<file path="src/rtl/dmx12x48_buf_if.sv">
// Bundle of the input flit channel and the two output channels of the 1:2 flit demultiplexer.
// master = flit source plus both consumers (the environment); slave = the demultiplexer.
interface dmx12x48_buf_if #(
   parameter int WIDTH = 48,
   parameter int DEPTH = 2
);
   localparam int AW = $clog2(DEPTH);

   logic             in_valid;
   logic             in_sel;
   logic [WIDTH-1:0] in_data;
   logic             in_ready;
   logic             out0_valid;
   logic [WIDTH-1:0] out0_data;
   logic             out0_ready;
   logic             out1_valid;
   logic [WIDTH-1:0] out1_data;
   logic             out1_ready;
   logic [AW:0]      out0_count;
   logic [AW:0]      out1_count;

   modport master (
      output in_valid, in_sel, in_data, out0_ready, out1_ready,
      input  in_ready, out0_valid, out0_data, out1_valid, out1_data, out0_count, out1_count
   );

   modport slave (
      input  in_valid, in_sel, in_data, out0_ready, out1_ready,
      output in_ready, out0_valid, out0_data, out1_valid, out1_data, out0_count, out1_count
   );
endinterface

</file>
<file path="src/rtl/dmx12x48_buf.sv">
// 1:2 flit demultiplexer: one valid/ready input steered by in_sel into one of two
// small fall-through FIFOs, each drained by its own valid/ready output.
module dmx12x48_buf #(
   parameter int WIDTH = 48,
   parameter int DEPTH = 2,
   localparam int AW = $clog2(DEPTH)
) (
   input logic           clk,
   input logic           reset_n,
   dmx12x48_buf_if.slave bus
);

   localparam logic [AW:0] CNT_FULL = (AW + 1)'(DEPTH);

   // Handshake: a transfer happens on a rising edge where valid & ready are both 1.
   // in_ready depends only on in_sel and registered counts; out*_valid only on counts.
   logic [WIDTH-1:0] mem_q [2][DEPTH];
   logic [AW-1:0]    wr_ptr_q [2];
   logic [AW-1:0]    wr_ptr_d [2];
   logic [AW-1:0]    rd_ptr_q [2];
   logic [AW-1:0]    rd_ptr_d [2];
   logic [AW:0]      count_q [2];
   logic [AW:0]      count_d [2];

   logic [1:0] full;
   logic [1:0] valid;
   logic [1:0] push;
   logic [1:0] pop;
   logic       in_ready;

   always_comb begin
      full  = '0;
      valid = '0;
      for (int k = 0; k < 2; k++) begin
         full[k]  = (count_q[k] == CNT_FULL);
         valid[k] = (count_q[k] != '0);
      end
      in_ready = bus.in_sel ? !full[1] : !full[0];
      push[0]  = bus.in_valid & in_ready & !bus.in_sel;
      push[1]  = bus.in_valid & in_ready & bus.in_sel;
      pop[0]   = valid[0] & bus.out0_ready;
      pop[1]   = valid[1] & bus.out1_ready;
   end

   always_comb begin
      for (int k = 0; k < 2; k++) begin
         wr_ptr_d[k] = push[k] ? wr_ptr_q[k] + AW'(1) : wr_ptr_q[k];
         rd_ptr_d[k] = pop[k]  ? rd_ptr_q[k] + AW'(1) : rd_ptr_q[k];
         count_d[k]  = count_q[k];
         case ({push[k], pop[k]})
            2'b10:   count_d[k] = count_q[k] + (AW + 1)'(1);
            2'b01:   count_d[k] = count_q[k] - (AW + 1)'(1);
            default: count_d[k] = count_q[k];
         endcase
      end
   end

   // Storage is cleared too so out*_data reads 0 straight out of reset.
   always_ff @(posedge clk or negedge reset_n) begin
      if (!reset_n) begin
         for (int k = 0; k < 2; k++) begin
            wr_ptr_q[k] <= '0;
            rd_ptr_q[k] <= '0;
            count_q[k]  <= '0;
            for (int e = 0; e < DEPTH; e++) begin
               mem_q[k][e] <= '0;
            end
         end
      end else begin
         for (int k = 0; k < 2; k++) begin
            wr_ptr_q[k] <= wr_ptr_d[k];
            rd_ptr_q[k] <= rd_ptr_d[k];
            count_q[k]  <= count_d[k];
            if (push[k]) begin
               mem_q[k][wr_ptr_q[k]] <= bus.in_data;
            end
         end
      end
   end

   assign bus.in_ready   = in_ready;
   assign bus.out0_valid = valid[0];
   assign bus.out1_valid = valid[1];
   assign bus.out0_data  = mem_q[0][rd_ptr_q[0]];
   assign bus.out1_data  = mem_q[1][rd_ptr_q[1]];
   assign bus.out0_count = count_q[0];
   assign bus.out1_count = count_q[1];

endmodule

</file>
<file path="src/flat_wrapper.sv">
// flat-port wrapper written by rule: the top's interface ports become plain ports
module dmx12x48_buf_flat 
#(
   parameter int WIDTH = 48,
   parameter int DEPTH = 2,
   localparam int AW = $clog2(DEPTH)
)
  (clk, reset_n, bus_in_valid, bus_in_sel, bus_in_data, bus_out0_ready, bus_out1_ready, bus_in_ready, bus_out0_valid, bus_out0_data, bus_out1_valid, bus_out1_data, bus_out0_count, bus_out1_count);
  dmx12x48_buf_if #(.WIDTH(WIDTH), .DEPTH(DEPTH)) bus_i ();
  input logic clk;
  input logic reset_n;
  input wire logic [$bits(bus_i.in_valid)-1:0] bus_in_valid;
  input wire logic [$bits(bus_i.in_sel)-1:0] bus_in_sel;
  input wire logic [$bits(bus_i.in_data)-1:0] bus_in_data;
  input wire logic [$bits(bus_i.out0_ready)-1:0] bus_out0_ready;
  input wire logic [$bits(bus_i.out1_ready)-1:0] bus_out1_ready;
  output wire logic [$bits(bus_i.in_ready)-1:0] bus_in_ready;
  output wire logic [$bits(bus_i.out0_valid)-1:0] bus_out0_valid;
  output wire logic [$bits(bus_i.out0_data)-1:0] bus_out0_data;
  output wire logic [$bits(bus_i.out1_valid)-1:0] bus_out1_valid;
  output wire logic [$bits(bus_i.out1_data)-1:0] bus_out1_data;
  output wire logic [$bits(bus_i.out0_count)-1:0] bus_out0_count;
  output wire logic [$bits(bus_i.out1_count)-1:0] bus_out1_count;
  assign bus_i.in_valid = bus_in_valid;
  assign bus_i.in_sel = bus_in_sel;
  assign bus_i.in_data = bus_in_data;
  assign bus_i.out0_ready = bus_out0_ready;
  assign bus_i.out1_ready = bus_out1_ready;
  assign bus_in_ready = bus_i.in_ready;
  assign bus_out0_valid = bus_i.out0_valid;
  assign bus_out0_data = bus_i.out0_data;
  assign bus_out1_valid = bus_i.out1_valid;
  assign bus_out1_data = bus_i.out1_data;
  assign bus_out0_count = bus_i.out0_count;
  assign bus_out1_count = bus_i.out1_count;
  dmx12x48_buf #(.WIDTH(WIDTH), .DEPTH(DEPTH)) u_core (.clk(clk), .reset_n(reset_n), .bus(bus_i));
endmodule
</file>
<file path="config.mk">
export PLATFORM = sky130hd
export DESIGN_NAME = dmx12x48_buf_flat
export DESIGN_NICKNAME = d
export VERILOG_FILES = /design/src/rtl/dmx12x48_buf_if.sv /design/src/rtl/dmx12x48_buf.sv /design/src/flat_wrapper.sv
export SDC_FILE = /design/constraint.sdc
export NUM_CORES = 1
export LEC_CHECK = 0
export BUFFER_PORTS_ARGS = -buffer_cell sky130_fd_sc_hd__buf_2
export CAP_MARGIN = 20
export CELL_PAD_IN_SITES_DETAIL_PLACEMENT = 0
export CELL_PAD_IN_SITES_GLOBAL_PLACEMENT = 2
export CORE_ASPECT_RATIO = 1.25
export CORE_MARGIN = 2
export CORE_UTILIZATION = 40
export CTS_BUF_LIST = sky130_fd_sc_hd__clkbuf_16
export DETAILED_ROUTE_END_ITERATION = 10
export MAX_ROUTING_LAYER = met4
export PLACE_DENSITY = 0.84
export SLEW_MARGIN = 20
export SYNTH_ARGS = -nofsm -noshare
export SYNTH_HDL_FRONTEND = slang
export SYNTH_SLANG_ARGS = --single-unit
</file>
<file path="constraint.sdc">
create_clock -name clk -period 3.4 [get_ports clk]
set_clock_uncertainty 0.1 [all_clocks]
set_input_delay 0.17 -clock clk [delete_from_list [all_inputs] [get_ports clk]]
set_output_delay 0.17 -clock clk [all_outputs]
set_load 0.05 [all_outputs]
</file>
==> impl_metrics.ini <==
[route]
vias = 5198
routedWlPerCell_um = 18.07
drt-pass1-iter-count = 4
drt-initial-drc-count = 149
antenna_left = 0
drc = 0
avgViaCountPerCell = 4.960
drt_wl_total_mm = 18.94

[synthesis]
seq_area_frac_synth_pct = 57.09
yosys_warnings = 0
synth_area_per_cell_um2 = 16.00
synth-edff-count = 0
ys_types = 26
syn_inst = 548
syn_nets = 604
syn_area_um2 = 8767
async_flop_share_pct = 100.0
synthFlopType = dfrtp_1
ys_ff_latch = 200

[place]
placed_area_um2 = 9827
port-buffer-count = 156
gp_congestion = 0.7320
pre_cts_slack_ps = 1120
dp_hpwl_mm = 12.90

[timing]
timing.final.hold_violations = 0
tns_ps = 0
maxSlewHeadroom_pct = 34.42
rsz0062_at_grt = no
fmax_mhz = 383.9
setup_viol = 0
finalCriticalPeriod_ps = 2605
hold_slack_ps = 35.49
final-max-slew-violation-count = 0
period_share_pct = 76.61
tightest_slew_ps = 983.6
setup_ws_ps = 795.1

[cts]
clk_path_buf_depth = 2
clockRootBuffer = clkbuf_16
clock_latency_ps = 420
cts_inserted_buffers = 17
cts_tree = yes
cts_sinks = 200
htree_levels = 4
clkTransAtPathRegs_ps = 60

[final_layout]
fill_cells = 1872
final_common_cell = mux2_2
drive_gt1_share_pct = 58.72
postLayoutCellArea_um2 = 10880
final_cell_mix = 230 x mux2_2, 198 x dfrtp_1, 155 x buf_2, 51 x dlygate4sd3_1, 38 x mux2_1
nNetsFinal = 811
area.growth.synth_to_final_pct = 24.09

[setup_path]
critical_path.cell_chain = buf_4, mux2_2, buf_2
arrival_ps = 2330
cp_max_fo = 37
critPathSlowestCell = dfrtp_2
cp-end-kind = output port
crit_path_max_incr_delay_ps = 1010
startpoint_type = register
criticalPathCategory = register to output port
cp.required_ps = 3130

[hold_path]
hp-class = input pin to register

[grt]
antenna_found_initial = 0
grt_pass1_vias = 5782
grt-ovfl-total = 0
grt_max_degree = 87
grtUsageTotal_pct = 17.98
grt_pass1_wl_mm = 31.02

[die]
io_pins = 157
start_util_pct = 40.69
die_h_um = 169.5
core_um2 = 21550
die_w_um = 136.4
die_area_um2 = 23130
row_count = 60

[run]
drv_cap = 0

[run_status]
status = completed
-- sequential cells by signal (all words and copies together) (netlist names) --
| signal | count |
|---|---|
| u_core.bus.out0_count | 2 |
| u_core.bus.out1_count | 2 |
| u_core.mem_q | 192 |
| u_core.rd_ptr_q | 2 |
| u_core.wr_ptr_q | 2 |
-- metrics by stage --
stage	instances	util (%)
after floorplan	548	-
after global placement	964	45.61
after detailed placement	964	45.61
after CTS	1047	50.48
after global routing	1047	50.48
final	1048	50.49
-- timing repair --
item / 4_1_cts / 5_1_grt
hold buffers: 51 / 0
endpoints found under the hold margin: 278 / 0
gates resized for setup: 0 / 0
endpoints found under the setup margin: 0 / 0
buffers inserted: 0 / 0
-- critical path, delay by kind of cell, from the launching register on --
family / cells / cell delay [ps]
muxes: 1 / 350
buffers and inverters: 2 / 530
DFF: 1 / 1010
-- kinds of logic (layout without fill, tap and decap cells) --
family	Yosys count	count (layout)	share of synthesized area, %
multiplexers	288	288	37.85
AO/OA/AOI/OAI	1	1	0.05703
AND/OR/NAND/NOR	17	17	1.399
XOR/XNOR	10	10	0.9990
flip-flops	200	200	57.09
other	0	1	0
buffers and inverters	30	250	2.326
adder cells (fa/ha/maj)	2	2	0.2854
-- cell usage after synthesis (2+ instances only) --
library cell    n  area [um^2]
mux2_2        230         2590
dfrtp_1       200         5005
mux2_1         38        427.9
mux2_4         20        300.3
buf_2          10        50.05
buf_4           7        52.55
buf_6           7        78.83
xnor2_1         6        52.55
buf_1           5        18.77
xor2_1          4        35.03
nor2_1          3        11.26
and2_1          2        12.51
ha_1            2        25.02
or2_2           2        12.51
-- path summary, 6_finish.rpt --
check,slack [ps],startpoint,endpoint,depth (start not counted)
worst max-delay path,800,u_core.rd_ptr_q[0]$_DFFE_PN0P_,bus_out1_data[16],3
worst min-delay path,40,bus_in_sel,u_core.wr_ptr_q[0]$_DFFE_PN0N_,3
worst max register to register,1120,u_core.bus.out0_count[0]$_DFFE_PN0P_,u_core.mem_q[153]$_DFFE_PN0P_,4
worst min register to register,380,u_core.mem_q[72]$_DFFE_PN0P_,u_core.mem_q[72]$_DFFE_PN0P_,1
max in group asynchronous,1910,reset_n,u_core.mem_q[178]$_DFFE_PN0P_,3
min in group asynchronous,240,reset_n,u_core.mem_q[72]$_DFFE_PN0P_,2
-- per-layer routing --
metal | wire [um] | GRT usage [%]
met1 | 7987 | 21.25
met2 | 9962 | 30.61
met3 | 691 | 3.793
met4 | 299 | 5.707
met5 | 0 | -
-- layout make-up --
cell class | instances | area, um^2 | share of cell area [%]
multi-input combinational | 318 | 3573 | 32.85
timing repair buffer | 218 | 1408 | 12.94
antenna | 1 | 2.502 | 0.02300
tap | 279 | 349.1 | 3.209
sequential | 200 | 5007 | 46.03
clock inverter | 15 | 113.9 | 1.047
clock buffer | 17 | 425.4 | 3.910
Power is not shown: default switching activity piles up to over one toggle a cycle in this logic, so the estimate is an artifact.
